`src/rtl/bus_pkg.sv`:
```
// bus_pkg: shared state, master id, size encodings and request record for the memory arbiter
package bus_pkg;
  typedef enum logic [1:0] {IDLE, BUSY_IFU, BUSY_LSU} bus_state_t;
  localparam logic BUS_M_IFU = 1'b0;
  localparam logic BUS_M_LSU = 1'b1;
  localparam logic [1:0] BUS_SIZE_B = 2'd0;
  localparam logic [1:0] BUS_SIZE_H = 2'd1;
  localparam logic [1:0] BUS_SIZE_W = 2'd2;
  typedef struct packed {
    logic [31:0] addr;
    logic [1:0]  size;
    logic        wen;
    logic [31:0] wdata;
    logic [3:0]  wmask;
  } bus_req_t;
endpackage

```
`src/rtl/bus_req_slot.sv`:
```
// bus_req_slot: one-deep request holding register; a load while already pending is dropped
module bus_req_slot
  import bus_pkg::*;
(
  input  logic     clock,
  input  logic     reset,
  input  logic     load,
  input  logic     clear,
  input  bus_req_t req,
  output logic     pending,
  output bus_req_t fields
);
  // capture only into an empty slot; a grant empties it
  always_ff @(posedge clock)
    if (reset) begin
      pending <= 1'b0;
      fields <= '0;
    end else if (load && !pending) begin
      pending <= 1'b1;
      fields <= req;
    end else if (clear) pending <= 1'b0;
endmodule

```
`src/rtl/bus_arbiter.sv`:
```
// bus_arbiter: two-master (IFU/LSU) to one memory bus arbiter, fixed LSU priority; BUS_ARBITER_TIMEOUT_EN adds a response watchdog
module bus_arbiter
  import bus_pkg::*;
#(
  parameter int          TIMEOUT_CYCLES = 255,
  parameter logic [31:0] TIMEOUT_RDATA  = 32'hDEAD_BEEF
) (
  input  logic        clock,
  input  logic        reset,
  input  logic        ifu_reqValid,
  input  logic [31:0] ifu_addr,
  output logic        ifu_respValid,
  output logic [31:0] ifu_rdata,
  input  logic        lsu_reqValid,
  input  logic [31:0] lsu_addr,
  input  logic [1:0]  lsu_size,
  input  logic        lsu_wen,
  input  logic [31:0] lsu_wdata,
  input  logic [3:0]  lsu_wmask,
  output logic        lsu_respValid,
  output logic [31:0] lsu_rdata,
  output logic        mem_reqValid,
  output logic [31:0] mem_addr,
  output logic [1:0]  mem_size,
  output logic        mem_wen,
  output logic [31:0] mem_wdata,
  output logic [3:0]  mem_wmask,
  input  logic        mem_respValid,
  input  logic [31:0] mem_rdata,
  output logic        bus_err
);
  bus_state_t state;
  bus_req_t ifu_req, lsu_req, ifu_slot, lsu_slot, issue, hold, mem_req;
  logic ifu_pending, lsu_pending, grant, grant_id, done, timeout;
  logic [31:0] rdata_in;
  if (TIMEOUT_CYCLES < 1) begin : g_bad_timeout
    $error("TIMEOUT_CYCLES must be at least 1");
  end
  assign ifu_req = '{addr: ifu_addr, size: BUS_SIZE_W, wen: 1'b0, wdata: '0, wmask: '0};
  assign lsu_req = '{addr: lsu_addr, size: lsu_size, wen: lsu_wen, wdata: lsu_wdata, wmask: lsu_wmask};
  bus_req_slot u_ifu_slot (
    .clock(clock), .reset(reset), .load(ifu_reqValid), .clear(grant && grant_id == BUS_M_IFU),
    .req(ifu_req), .pending(ifu_pending), .fields(ifu_slot)
  );
  bus_req_slot u_lsu_slot (
    .clock(clock), .reset(reset), .load(lsu_reqValid), .clear(grant && grant_id == BUS_M_LSU),
    .req(lsu_req), .pending(lsu_pending), .fields(lsu_slot)
  );
  // the idle cycle carrying a response pulse is skipped before the next grant
  assign grant = state == IDLE && (ifu_pending || lsu_pending) && !(ifu_respValid || lsu_respValid);
  assign grant_id = lsu_pending ? BUS_M_LSU : BUS_M_IFU;
  assign issue = grant_id == BUS_M_LSU ? lsu_slot : ifu_slot;
  assign mem_req = grant ? issue : hold;
  assign mem_reqValid = grant;
  assign mem_addr = mem_req.addr;
  assign mem_size = mem_req.size;
  assign mem_wen = mem_req.wen;
  assign mem_wdata = mem_req.wdata;
  assign mem_wmask = mem_req.wmask;
  assign done = state != IDLE && (mem_respValid || timeout);
  assign rdata_in = mem_respValid ? mem_rdata : TIMEOUT_RDATA;
`ifdef BUS_ARBITER_TIMEOUT_EN
  localparam int CW = $clog2(TIMEOUT_CYCLES + 1);
  logic [CW-1:0] cnt;
  assign timeout = state != IDLE && !mem_respValid && cnt == CW'(TIMEOUT_CYCLES - 1);
  // watchdog counts busy cycles since issue; bus_err is sticky until reset
  always_ff @(posedge clock)
    if (reset) begin
      cnt <= '0;
      bus_err <= 1'b0;
    end else begin
      cnt <= grant ? '0 : (state != IDLE && !mem_respValid) ? cnt + 1'b1 : cnt;
      bus_err <= bus_err | timeout;
    end
`else
  assign timeout = 1'b0;
  assign bus_err = 1'b0;
`endif
  // arbitration FSM, request hold register and registered responses
  always_ff @(posedge clock)
    if (reset) begin
      state <= IDLE;
      hold <= '0;
      ifu_respValid <= 1'b0;
      lsu_respValid <= 1'b0;
      ifu_rdata <= '0;
      lsu_rdata <= '0;
    end else begin
      ifu_respValid <= done && state == BUSY_IFU;
      lsu_respValid <= done && state == BUSY_LSU;
      if (done && state == BUSY_IFU) ifu_rdata <= rdata_in;
      if (done && state == BUSY_LSU) lsu_rdata <= rdata_in;
      if (grant) hold <= issue;
      state <= grant ? (grant_id == BUS_M_LSU ? BUSY_LSU : BUSY_IFU) : done ? IDLE : state;
    end
endmodule
```
`config.mk`:
```
export PLATFORM = sky130hd
export DESIGN_NAME = bus_arbiter
export DESIGN_NICKNAME = d
export VERILOG_FILES = /design/src/rtl/bus_pkg.sv /design/src/rtl/bus_req_slot.sv /design/src/rtl/bus_arbiter.sv
export SDC_FILE = /design/constraint.sdc
export NUM_CORES = 1
export LEC_CHECK = 0
export BUFFER_PORTS_ARGS = -buffer_cell sky130_fd_sc_hd__buf_4
export CAP_MARGIN = 20
export CORE_UTILIZATION = 45
export CTS_CLUSTER_DIAMETER = 150
export CTS_CLUSTER_SIZE = 8
export DETAILED_ROUTE_END_ITERATION = 10
export HOLD_SLACK_MARGIN = 0.08
export PLACE_DENSITY = 0.75
export SLEW_MARGIN = 0
export SYNTH_ARGS = -nofsm -noshare
export SYNTH_HDL_FRONTEND = slang
export SYNTH_HIERARCHICAL = 1
export SYNTH_SLANG_ARGS = --single-unit
```
`constraint.sdc`:
```
create_clock -name clock -period 3.6 [get_ports clock]
set_input_delay 0.36 -clock clock [delete_from_list [all_inputs] [get_ports clock]]
set_output_delay 0.36 -clock clock [all_outputs]
set_load 0.005 [all_outputs]
```
**Word-level counts from Yosys, hierarchy flattened**

Cells that the tools add are included.
W data, S select, Z words.

- Eq/ne operators: 2
- Multiplexer cells: 11
- Bitwise logic cells: 1
- Reduce and logical (&&, ||, !) cells: 19

Operators by type and width:

| operator | number |
|---|---|
| $mux W71 | 2 |
| $mux W32 | 1 |
| $logic_and A1 B1 Y1 | 9 |
| $reduce_bool A2 Y1 | 4 |
| $mux W2 | 3 |
| $mux W1 | 5 |
| $logic_not A1 Y1 | 3 |
| $eq A2 B1 Y1 const B | 1 |
| $eq A2 B2 Y1 const B | 1 |
| $logic_not A2 Y1 | 1 |
| $logic_or A1 B1 Y1 | 2 |
| $not A1 Y1 | 1 |

- Register bits after elaboration: 245
- Logic and storage cells: 52

**Longest topological paths before layout**

Gate-level depths: netlist of run 1.

- Word-level depth: 6
- Mapped depth: 8

**Hierarchy**

Netlist of run 1, hierarchy kept.

Modules (own cells, without submodules):

| module | instances | cells an instance | area an instance (um2) | seq. area each (um2) |
|---|---|---|---|---|
| bus_req_slot | 2 | 327 | 3,644.7 | 1,441.4 |
| bus_arbiter | 1 | 705 | 6,461.2 | 2,782.7 |

**Worst setup path after synthesis of run 1**

OpenSTA, ideal clock, no wires.

- Kind: register to output
- Start point: register u_lsu_slot.pending
- End point: output port mem_addr[17]
- Arrival: 1.362 ns
- Slack: 1.878 ns
- Cell stages (with the launch flop): 9
- Path buffers: 4
- Cell sequence: dfxtp_1 clkbuf_1 or2_1 buf_2 nand2_2 inv_2 buf_6 buf_6 a21oi_1

- Word-level cells in the longest chain between the ends: 4

RTL lines:

| item | line | text |
|---|---|---|
| start: declaration | bus_req_slot.sv:10 | `output logic pending,` |
| start signal: assignment | bus_req_slot.sv:16 | `pending <= 1'b0;` |
| start signal: assignment | bus_req_slot.sv:19 | `pending <= 1'b1;` |
| start signal: assignment | bus_req_slot.sv:21 | `end else if (clear) pending <= 1'b0;` |
| $logic_or A1 B1 Y1 | bus_arbiter.sv:50 | `assign grant = state == IDLE && (ifu_pending \|\| lsu_pending) && !(ifu_respValid \|\| lsu_respValid);` |
| $logic_and A1 B1 Y1 (2 in series) | bus_arbiter.sv:50 |  |
| named net mem_reqValid | bus_arbiter.sv:22 | `output logic mem_reqValid,` |
| $mux W71 | - |  |
| end: declaration | bus_arbiter.sv:23 | `output logic [31:0] mem_addr,` |

The timed path passes the listed nets, and every way through them passes these cells.

**Worst setup path in the final report of run 1**

- Start point: register state[0]
- End point: output port mem_wdata[22]

- Word-level cells in the longest chain between the ends: 4

RTL lines:

| item | line | text |
|---|---|---|
| start: declaration | bus_arbiter.sv:32 | `bus_state_t state;` |
| start signal: assignment | bus_arbiter.sv:94 | `state <= grant ? (grant_id == BUS_M_LSU ? BUSY_LSU : BUSY_IFU) : done ? IDLE : state;` |
| $logic_not A2 Y1 | bus_arbiter.sv:50 |  |
| $logic_and A1 B1 Y1 (2 in series) | bus_arbiter.sv:50 |  |
| $mux W71 | - |  |
| end: declaration | bus_arbiter.sv:26 | `output logic [31:0] mem_wdata,` |

Every way passes these cells.

==> results.md, run 1 <==
- The flow ran to the end, and the final reports show no timing, DRC or antenna violations.
- The first routing iteration left 629 violations.
- The cell area that synthesis handed to floorplanning was about 14000 µm².
- For this run the aggregate overflow at the end of global routing stands at 0.
- In this run, flip-flops and latches consume about two fifths of the power.
- The worst register-to-register path begins at u_lsu_slot/pending.
- The synthesized design contains 283 register bits.
- The origin of the worst min-delay path is mem_rdata[18].
- The clock period minus worst slack is 3159 ps.
- In this run the tightest slew margin relative to its limit is about 28%.
- After detailed routing, the number of remaining DRC violations is 0.
- The CTS sink count is 283.
- The part of the cycle the worst path needs is 87.76%.
- The area of the core is 29870 µm².
- The HPWL after detailed placement is ~22000 µm.
- The kind of start point of the critical path is a register.
- The fraction of power consumed by combinational cells is 22.4%.
- The final hold violation count came to 0.
- STA puts the critical path data required time at 3240 ps.
- The wire length of the first global-routing pass is between 50000 and 60000 µm.
- Pin placement for this block handled ~280 I/O pins.
- Of the post-synthesis cell area, the part taken by muxes is about 5.2%.
- The die boundary width is 176.8 µm.
- In this run, distinct cell masters in the synthesized netlist total 30.
- The number of nets at the end of the flow is about 1.7k.
- Yosys mapped a number of flops with a built-in enable equal to 0.
- The detail route stage leaves a number of antenna-violating nets equal to 0.
- Entering global routing, the biggest net connects 127 pins.
- By area, the combinational part of the netlist is dominated by compound AO/OA/AOI/OAI gates.
- The number of warnings issued by yosys is 6.
- For the pin with the worst max-slew slack, the measured transition is 1080 ps.
- The number of antenna violations at the first check in global routing is 1.
- Input and output buffers added on the ports amount to between 200 and 300.
- In this run the power spent charging and discharging nets is ~2.5 mW.
- The congestion estimate from routability-driven global placement came to around 0.79.
- The signed area change from the synthesized netlist to the final layout is 22.72%.
- The via count is 10.92k.
- The H-tree depth is 2.
- Tracing the worst setup path back leads to its startpoint at state[0].
- On the final layout, the worst clock skew is 15.04 ps.
- The number of pins exceeding their max-slew limit in the final report is 0.
- The clock insertion delay at the later pin of the skew report is 520 ps.
- Cells with a size suffix above 1 make up 35.54% of the layout.
- Synthesis produced a netlist whose cell count is ~1.4k.
- For this design the static power due to leakage is roughly 6.3 nW.
- The post-synthesis share of cell area spent on and, or, nand and nor gates is 22.58%.
- The type of the tightest min-delay check is primary input to register.
- On the final layout, the worst hold slack is 99.56 ps.
- The switching share of power is 28.34%.
- Clock tree synthesis selected as its root buffer the cell clkbuf_16.
- The worst setup path is captured at an output pin.
- After synthesis, the mean cell area works out to 10.12 µm².
- Of all nets on the critical path, the largest fanout is 73.
- The predominant post-synthesis flop cell is dfxtp_1.
- Summing the areas of all fa, ha and maj instances in the mapped netlist gives 0% of the synthesized area.
- For this run, the detailed router's first-pass iteration total came to 4.
- The number of global-route vias before repair came to 10.93k.
- The setup path with the least slack is of type register to output pin.
- Once the floorplan was initialized, standard cells occupied between 40% and 50% of the core.
- The die covers ~31000 µm².
- The timing-limited maximum frequency is ~0.32 GHz.
- The design draws approximately 9 mW.
- Global routing consumed, over all layers together, 23.09% of the routing resources.
- The TritonCTS clock tree is done.
- The total number of placement rows is 63.
- For this block, the routed nets add up to 36750 µm of wire.
- The number of buffers added for setup after CTS is 0.
- The number of setup violations in the final report is 0.
- The internal power of the cells is between 6 and 7 mW.
- VDD sags by at most 0.3359 mV.
- After synthesis, flip-flops and latches occupy 41.20% of the total area.
- The data arrival time of the critical path is 2800 ps.
- The power density over cell area is 531.1 nW/µm².
- Setup repair after global routing left no endpoint under its margin.
- The count of maximum capacitance violations is 0.
- The share of the synthesized netlist area taken by xor and xnor gates is 0%.
- The total CTS buffers is 41.
- The routed wirelength normalized by instance count is 18.45 µm.
- The clock transition at the register clock pins on the worst setup and hold paths after CTS is approximately 50 ps.
- Using the TritonRoute via totals, the vias-per-cell ratio works out to 5.482.
- The floorplan step set the die height to 176.8 µm.
- After synthesis, the share of flip-flops with an asynchronous set or reset is 0%.
- The accumulated negative setup slack is 0 ps.
- The maximum clock path buffer count is 3.
- The clock network accounts for 38.2% of the total power.
- The synthesized netlist devotes 23.26% of its cell area to compound gates.
[path summary, 6_finish.rpt]
check / endpoint / depth (start not counted) / slack (ps)
setup / recovery: mem_wdata[22] / 5 / 440
hold / removal: ifu_rdata[18] / 3 / 100
setup reg to reg: u_lsu_slot/fields[20] / 3 / 1270
hold reg to reg: ifu_rdata[1] / 2 / 450
[what timing repair did]
action / 4_1_cts / 5_1_grt
hold buffers: 9 / 0
hold endpoints to repair: 10 / 0
gates resized for setup: 0 / 0
[cell usage in the layout (no fill, tap or decap), types with 8 or more instances in the layout]
cell type      Yosys  routed
buf_4              8     289
dfxtp_1          283     281
a21oi_1          195     195
nand2b_1         142     142
nand4bb_1        142     142
o21ai_2          140     140
nand2_1          128     128
mux2i_1           71      71
a211oi_2          65      65
clkbuf_16          0      43
conb_1             2      40
a21oi_2           12      12
dlygate4sd3_1      0       9
a211oi_1           8       8
[flip-flops by register name, indices dropped and copies added (netlist names)]
signal,count
ifu_rdata,32
u_lsu_slot/pending,1
lsu_rdata,32
u_ifu_slot/fields,71
state,2
u_lsu_slot/fields,71
lsu_respValid,1
u_ifu_slot/pending,1
hold,71
ifu_respValid,1
[final cells by class]
cell class | count | area, µm²
antenna | 1 | 2.502
fill | 2571 | 13000
inverter | 1 | 8.758
sequential | 283 | 5670
clock inverter | 2 | 16.27
multi-input combinational | 964 | 7167
tap | 390 | 488.0
timing repair buffer | 307 | 2442
clock buffer | 44 | 1080
[cells by family after synthesis]
kind of cell,after synthesis
muxes,71
buffers and inverters,150
and+or+nand+nor,430
DFF,283
AOI/OAI and AO/OA,423
other,2
[power groups by stage]
| stage | combinational [mW] | sequential, mW | clock [mW] |
|---|---|---|---|
| after floorplan | 1.36 | 3.55 | 0 |
| after global placement | 1.97 | 3.58 | 0 |
| after detailed placement | 2.01 | 3.59 | 0 |
| after CTS | 2.02 | 3.53 | 3.52 |
| after global routing | 2.20 | 3.56 | 3.63 |
| final | 2.01 | 3.53 | 3.42 |
[per-layer routing]
metal	part of all wire (%)	global-route usage (%)	up-vias
li1	-	-	5308
met1	45	29.95	5219
met2	46	37.32	329
met3	7.2	6.035	64
met4	2.4	7.184	0
met5	0	0	-
[worst max-delay path, cell delays in order (launching register included)]
cell,delay (ps)
dfxtp_1,380
nor4_4,380
buf_4,780
a21oi_1,220
a21oi_1,280
buf_4,160
[synth_stat cells (3+ instances only)]
cell	n	area share [%]
mux2i_1	71	5.2
nand2b_1	142	6.5
a21oi_2	12	0.76
nand4bb_1	142	12
buf_6	19	1.6
o21ai_2	140	8.9
buf_12	16	2.3
buf_1	3	0.082
a21oi_1	195	7.1
a211oi_2	65	5.9
buf_4	8	0.44
a211oi_1	8	0.44
nor2_1	6	0.16
nand2_1	128	3.5
buf_2	54	2.0
dfxtp_1	283	41
clkbuf_1	49	1.3
[metrics by stage]
stage,setup WS [ps],cell area [µm²],utilization [%],cells
after global placement,973.7,15660,52.41,1935
after floorplan,1878,13890,-,1397
after detailed placement,988.1,15690,52.51,1936
final,440.6,16870,56.49,1992
after global routing,293.2,16870,56.49,1992
after CTS,426.4,16870,56.48,1991
Note: power is estimated with default switching activity, not from simulation.
==> run 2, diff against run 1 <==
--- a/config.mk
+++ b/config.mk
@@ -12,8 +12,7 @@
 export CTS_CLUSTER_SIZE = 8
 export DETAILED_ROUTE_END_ITERATION = 10
 export HOLD_SLACK_MARGIN = 0.08
-export PLACE_DENSITY = 0.75
-export SLEW_MARGIN = 0
+export PLACE_DENSITY = 0.66
 export SYNTH_ARGS = -nofsm -noshare
 export SYNTH_HDL_FRONTEND = slang
 export SYNTH_HIERARCHICAL = 1
==> results.md, run 2 (synthesis results as in run 1) <==
- The clock transition at the register clock pins on the worst setup and hold paths after CTS is 50 ps (about the same).
- The number of cells on the worst reg-to-reg path is 4 (was 3).
- The initial core utilization is 46.03% (unchanged).
- The maximum clock skew at final layout is 26.85 ps (was 15.04 ps).
- The endpoint kind of the worst setup timing path is an output pin (unchanged).
- The I/O pin count is 279 (unchanged).
- The type of the tightest min-delay check was primary input to register (unchanged).
- The residual DRC count was 0 (unchanged).
- The power density over cell area is 528.1 nW/µm² (was 531.1 nW/µm²).
- The violation count after the first detailed-routing iteration is 581 (was 629).
- The worst-case headroom to the max-slew limit is 30.20% (was 27.82%).
- The maximum number of pins on one net before global-route repair is 122 (was 127).
- The die boundary width is 176.8 µm (unchanged).
- The global-route usage over all layers was 22.82% (was 23.09%).
- The kind of start point of the critical path was a register (unchanged).
- The launch point of the critical path is u_lsu_slot/pending (was state[0]).
- The number of global-route vias before repair is 10.83k (was 10.93k).
- The total number of placement rows came to 63 (unchanged).
- The die footprint is 31260 µm² (unchanged).
- Commonest non-fill, non-tap cells in the layout: 295 x buf_4, 281 x dfxtp_1, 195 x a21oi_1 (was 289 x buf_4, 281 x dfxtp_1, 195 x a21oi_1).
- The terminus of the critical flop-to-flop path is u_ifu_slot/fields[17] (was u_lsu_slot/fields[20]).
- The vertical die dimension came to 176.8 µm (unchanged).
- The HPWL after detailed placement is 22070 µm (was 22230 µm).
- The clock period minus worst slack was 2888 ps (was 3159 ps).
- The count of port buffers added during placement was 277 (unchanged).
- Unrepaired setup endpoints after global routing: no (unchanged).
- The number of standard cells in the final layout excluding fillers is 1994 (was 1992).
- The wire length of the first global-routing pass is 57600 µm (was 58210 µm).
- The antenna diode instance count is 0 (was 1).
- The part of the cycle the worst path needs is 80.21% (was 87.76%).
- The reported leakage power is 6.312 nW (was 6.323 nW).
- The number of nets at the end of the flow is 1741 (was 1738).
- The CTS sink count is 283 (unchanged).
- The via count is 10.78k (was 10.92k).
- The beginning of the worst register-to-register path is u_ifu_slot/pending (was u_lsu_slot/pending).
- The worst endpoint required time is 3240 ps (about the same).
- The total CTS buffers is 41 (unchanged).
- The overall overflow remaining after global route is 0 (unchanged).
- The H-tree depth came to 2 (unchanged).
- The number of nets with antenna violations after routing came to 0 (unchanged).
- The data arrival time of the critical path was 2530 ps (was 2800 ps).
- The accumulated negative setup slack was 0 ps (unchanged).
- The number of detailed-route iterations in the first pass is 5 (was 4).
- The number of fill cells is 2594 (was 2571).
- The signed area change from the synthesized netlist to the final layout was 22.41% (was 22.72%).
- The slew at the pin with the worst max-slew slack is 1047 ps (was 1080 ps).
- The leading cell type in the layout, fill and taps excluded is buf_4 (unchanged).
- The critical setup path kind was register to output pin (unchanged).
- The largest driver fanout on the critical path was 48 (was 73).
- The via density per instance is 5.404 (was 5.482).
- The final hold violation count is 0 (unchanged).
- The total of cells resized after clock tree synthesis is 0 (unchanged).
- The maximum clock path buffer count is 3 (unchanged).
- The post-route cell area came to 16830 µm² (was 16870 µm²).
- The area of the core is 29870 µm² (unchanged).
- The total routed wirelength came to 36570 µm (was 36750 µm).
- The timing-limited maximum frequency was 0.3463 GHz (was 0.3165 GHz).
- The worst reg-to-reg setup slack came to 1620 ps (was 1270 ps).
- The root buffer cell was clkbuf_16 (unchanged).
- The share of final-layout standard cells stronger than drive strength 1 is 35.66% (was 35.54%).
- The number of antenna violations at the first check in global routing is 0 (was 1).
- The weighted congestion reported at the end of routability-driven placement is 0.7850 (was 0.7915).
- The TritonCTS clock tree is done (unchanged).
- The peak supply drop is 0.3491 mV (was 0.3359 mV).
- Result of the run: complete, no violations (unchanged).
- The critical path endpoint is mem_wdata[22] (unchanged).
- The count of maximum capacitance violations is 0 (unchanged).
- The cell count after placement is 1939 (was 1936).
- The routed wirelength normalized by instance count is 18.34 µm (was 18.45 µm).
- The post-route core utilization is 56.34% (was 56.49%).
- Biggest registers after layout: hold x71, u_ifu_slot/fields x71, u_lsu_slot/fields x71 (unchanged).
- The placed standard-cell area is 15660 µm² (was 15690 µm²).
- The number of setup violations in the final report came to 0 (unchanged).
- The clock insertion delay at the later pin of the skew report is 530 ps (was 520 ps).
- The number of pins exceeding their max-slew limit in the final report is 0 (unchanged).
run 2: cell count changes in the layout (fill, tap and decap cells not counted), sizes merged:
| cell | previous run | this run |
|---|---|---|
| clkbuf | 44 | 42 |
| diode | 1 | 0 |
| clkinv | 0 | 2 |
| buf | 298 | 301 |
run 2: how the worst min path moves through the flow:
stage	start	to	slack, ps	depth (start not counted)
6_report	mem_rdata[6]	lsu_rdata[6]	100	3
5_1_grt	mem_rdata[0]	ifu_rdata[0]	80	3
4_1_cts	mem_rdata[6]	lsu_rdata[6]	80	3
3_5_place_dp	ifu_rdata[15]	ifu_rdata[15]	450	2
3_3_place_gp	ifu_rdata[20]	ifu_rdata[20]	440	2
2_1_floorplan	u_ifu_slot/fields[67]	u_ifu_slot/fields[67]	440	2
run 2: per-stage QoR:
stage	total power, mW	setup WS [ps]	hold slack, ps
after global routing	9.308	554.0	82.35
after floorplan	4.914	1878	441.6
after global placement	5.596	1258	442.1
after detailed placement	5.616	1248	446.9
after CTS	8.992	681.2	80.52
final	8.890	712.5	96.81
run 2: report_power, final:
part / leakage (nW) / internal, mW / total [mW] / switching [mW]
combinational: 3.47 / 0.930 / 2.03 / 1.10
sequential: 2.32 / 3.41 / 3.52 / 0.117
clock: 0.525 / 2.01 / 3.34 / 1.32
total: 6.31 / 6.35 / 8.89 / 2.54
run 2: final cells by class:
| cell class | instances | area, µm² | area share [%] |
|---|---|---|---|
| multi-input cells | 964 | 7167 | 42.58 |
| clock buffers | 42 | 1030 | 6.118 |
| repair buffers | 310 | 2420 | 14.38 |
| clock inverters | 4 | 48.80 | 0.2899 |
| flip-flops and latches | 283 | 5670 | 33.69 |
| well taps | 390 | 488.0 | 2.899 |
| inverters | 1 | 8.758 | 0.05203 |
run 2: what timing repair did:
action / in CTS / in global routing
hold endpoints to repair: 13 / 0
setup buffers: 0 / 0
endpoints found under the setup margin: 0 / 0
hold buffers: 9 / 0
run 2: critical path: stages (launching register included):
cell	delay [ps]
dfxtp_4	390
or2_4	450
nand2_2	170
inv_6	320
buf_12	310
a21oi_1	150
buf_4	160
run 2: layer usage:
layer | wire (µm) | track usage [%]
met5 | 0 | 0
met4 | 971 | 7.328
met3 | 2345 | 5.885
met2 | 17120 | 37.57
met1 | 16140 | 29.00
==> run 3, diff against run 2 <==
--- a/config.mk
+++ b/config.mk
@@ -12,7 +12,7 @@
 export CTS_CLUSTER_SIZE = 8
 export DETAILED_ROUTE_END_ITERATION = 10
 export HOLD_SLACK_MARGIN = 0.08
-export PLACE_DENSITY = 0.66
+export PLACE_DENSITY = 0.69
 export SYNTH_ARGS = -nofsm -noshare
 export SYNTH_HDL_FRONTEND = slang
 export SYNTH_HIERARCHICAL = 1
==> constraint.sdc (replaced) <==
create_clock -name clock -period 2.3 [get_ports clock]
set_input_delay 0.23 -clock clock [delete_from_list [all_inputs] [get_ports clock]]
set_output_delay 0.23 -clock clock [all_outputs]
set_load 0.005 [all_outputs]
==> results.md, run 3 (synthesis results as in run 1) <==
- The leading cell type in the layout, fill and taps excluded is buf_4 (unchanged).
- The peak supply drop is 0.5820 mV (was 0.3491 mV).
- The CTS sink count came to 283 (unchanged).
- The initial core utilization is 46.03% (unchanged).
- The signed area change from the synthesized netlist to the final layout is 41.79% (was 22.41%).
- The via density per instance came to 5.481 (was 5.404).
- The checks that failed: negative setup slack.
- The total number of placement rows came to 63 (unchanged).
- The standard cell with the maximum stage delay on the critical path is dfxtp_4 (was or2_4).
- The power density over cell area is 793.8 nW/µm² (was 528.1 nW/µm²).
- The reported leakage power was 7.353 nW (was 6.312 nW).
- The residual DRC count was 0 (unchanged).
- The count of maximum capacitance violations was 0 (unchanged).
- The final hold violation count is 0 (unchanged).
- The number of detailed-route iterations in the first pass is 5 (unchanged).
- The internal power of the cells is 10.84 mW (was 6.349 mW).
- The data arrival time of the critical path is 2100 ps (was 2530 ps).
- The slew at the pin with the worst max-slew slack is 805.8 ps (was 1047 ps).
- The die boundary width is 176.8 µm (unchanged).
- The die footprint is 31260 µm² (unchanged).
- The beginning of the worst register-to-register path is state[0] (was u_ifu_slot/pending).
- The via count is 11.88k (was 10.78k).
- The area of the core is 29870 µm² (unchanged).
- The clock insertion delay at the later pin of the skew report came to 520 ps (was 530 ps).
- The switching power is 4.636 mW (was 2.541 mW).
- The routed wirelength normalized by instance count came to 20.40 µm (was 18.34 µm).
- The H-tree depth came to 2 (unchanged).
- The depth of the critical timing path with buffers and inverters included is 7 (was 6).
- The timing-limited maximum frequency is 0.4295 GHz.
- The HPWL after detailed placement is 22300 µm (was 22070 µm).
- The total routed wirelength was 44210 µm (was 36570 µm).
- The vertical die dimension was 176.8 µm (unchanged).
- The number of antenna violations at the first check in global routing came to 1 (was 0).
- The total power is 15.48 mW (was 8.890 mW).
- Result of the run: finished, violations left (was complete, no violations).
- The accumulated negative setup slack is -100.7 ps (was 0 ps).
- The number of nets with antenna violations after routing is 0 (unchanged).
- The kind of start point of the critical path is a register (unchanged).
- Unrepaired setup endpoints after global routing: yes (was no).
- The critical setup path kind is register to output pin (unchanged).
- The share of final-layout standard cells stronger than drive strength 1 is 39.53% (was 35.66%).
- The I/O pin count is 279 (unchanged).
- The share of power burned in the clock network came to 34.8% (was 37.5%).
- The fraction of power consumed by combinational cells is 29.2% (was 22.8%).
- The maximum cell stage delay along the critical path came to 360 ps (was 450 ps).
- The clock transition at the register clock pins on the worst setup and hold paths after CTS is 50 ps (about the same).
- The number of setup violations in the final report was 9 (was 0).
- The number of nets at the end of the flow was 1913 (was 1741).
- The largest driver fanout on the critical path came to 6 (was 48).
- The number of buffers and inverters on the critical path is 4 (was 3).
- The number of global-route vias before repair was 11.80k (was 10.83k).
- Commonest non-fill, non-tap cells in the layout: 308 x buf_4, 279 x dfxtp_1, 142 x nand2b_1, 142 x nand4bb_1, 140 x o21ai_2 (was 295 x buf_4, 281 x dfxtp_1, 195 x a21oi_1).
- The final critical-path setup slack came to -28.30 ps (was 712.5 ps).
- The overall overflow remaining after global route is 0 (unchanged).
- Cells traversed along the worst timing path: nor4_4 -> buf_6 -> buf_12 -> buf_16 -> a21oi_2 -> a21oi_1 -> buf_4 (was or2_4 -> nand2_2 -> inv_6 -> buf_12 -> a21oi_1 -> buf_4).
- The post-route core utilization was 65.26% (was 56.34%).
- The global-route usage over all layers is 26.32% (was 22.82%).
- The weighted congestion reported at the end of routability-driven placement came to 0.7900 (was 0.7850).
- The violation count after the first detailed-routing iteration is 656 (was 581).
- The cell class contributing the biggest share of worst-path delay is buffers and inverters (unchanged).
- The area of combinational cells with multiple inputs is 7667 µm² (was 7167 µm²).
- The type of the tightest min-delay check is primary input to register (unchanged).
- Biggest registers after layout: hold x71, u_ifu_slot/fields x71, u_lsu_slot/fields x71 (unchanged).
- The maximum number of pins on one net before global-route repair came to 127 (was 122).
- The number of fill cells is 2280 (was 2594).
- The launch point of the critical path was state[0] (was u_lsu_slot/pending).
- The TritonCTS clock tree is done (unchanged).
- The switching share of power was 29.95% (was 28.58%).
- The depth of the worst hold-timing path is 3 (unchanged).
- The total CTS buffers is 41 (unchanged).
- The origin of the worst min-delay path is lsu_addr[17] (was mem_rdata[6]).
- The worst-case headroom to the max-slew limit is 46.28% (was 30.20%).
- The endpoint kind of the worst setup timing path is an output pin (unchanged).
- The worst slack on hold paths was 113.4 ps (was 96.81 ps).
- The number of cells on the worst reg-to-reg path was 8 (was 4).
- The clock period minus worst slack is 2328 ps.
- The part of the cycle the worst path needs is 101.2%.
- The worst endpoint required time is 2070 ps (was 3240 ps).
- The maximum clock skew at final layout is 18.81 ps (was 26.85 ps).
- The storage element area is 5675 µm² (was 5670 µm²).
- The wire length of the first global-routing pass is 65080 µm (was 57600 µm).
- The register share of total power is 36.0% (was 39.6%).
- The number of pins exceeding their max-slew limit in the final report came to 0 (unchanged).
- The count of port buffers added during placement is 277 (unchanged).
- The root buffer cell is clkbuf_16 (unchanged).
- The maximum clock path buffer count is 3 (unchanged).
[run 3: area by class of cell]
cell class,count,share of cell area (%)
diodes,1,0.01283
clock buffers,44,5.538
clock inverters,2,0.08342
inverters,1,0.1540
multi-input cells,965,39.32
flip-flops and latches,283,29.11
well taps,390,2.503
repair buffers,479,23.20
repair inverters,2,0.07701
[run 3: power groups by stage]
stage	Clock, mW	Sequential [mW]	Combinational, mW
after floorplan	0	5.56	2.13
after global placement	0	5.59	3.20
after detailed placement	0	5.60	3.24
after CTS	5.46	5.51	3.92
after global routing	5.71	5.60	4.79
final	5.39	5.57	4.52
[run 3: metrics by stage]
step / worst slack, ps / area [µm²] / cells
2_1_floorplan: 708.1 / 13890 / 1397
3_3_place_gp: 223.9 / 15840 / 1949
3_5_place_dp: 209.0 / 15840 / 1949
4_1_cts: -12.51 / 18740 / 2149
5_1_grt: -150.4 / 19500 / 2167
6_report: -28.30 / 19500 / 2167
[run 3: worst min-delay path: stages]
cell,delay [ps]
buf_4,110
nand4bb_1,170
o21ai_2,70
[run 3: path summary, 6_finish.rpt]
kind | end | slack [ps]
setup / recovery | mem_addr[30] | -30
hold / removal | u_lsu_slot/fields[56] | 110
setup reg to reg | hold[3] | 410
hold reg to reg | ifu_rdata[29] | 450
[run 3: routing by layer]
layer | track usage, % | up-vias | routed length, µm
met4 | 7.184 | 0 | 891
met5 | 0 | - | 0
met1 | 32.90 | 5761 | 18790
met3 | 6.293 | 60 | 2622
met2 | 44.97 | 380 | 21900
li1 | - | 5676 | -
[run 3: timing repair]
| action | 4_1_cts | 5_1_grt |
|---|---|---|
| setup buffers | 8 | 9 |
| endpoints found under the setup margin | 72 | 71 |
| resized for setup | 22 | 111 |
| pin swaps | 2 | 4 |
| cloned | 11 | 9 |
| hold buffers | 135 | 0 |
| hold endpoints to repair | 168 | 0 |
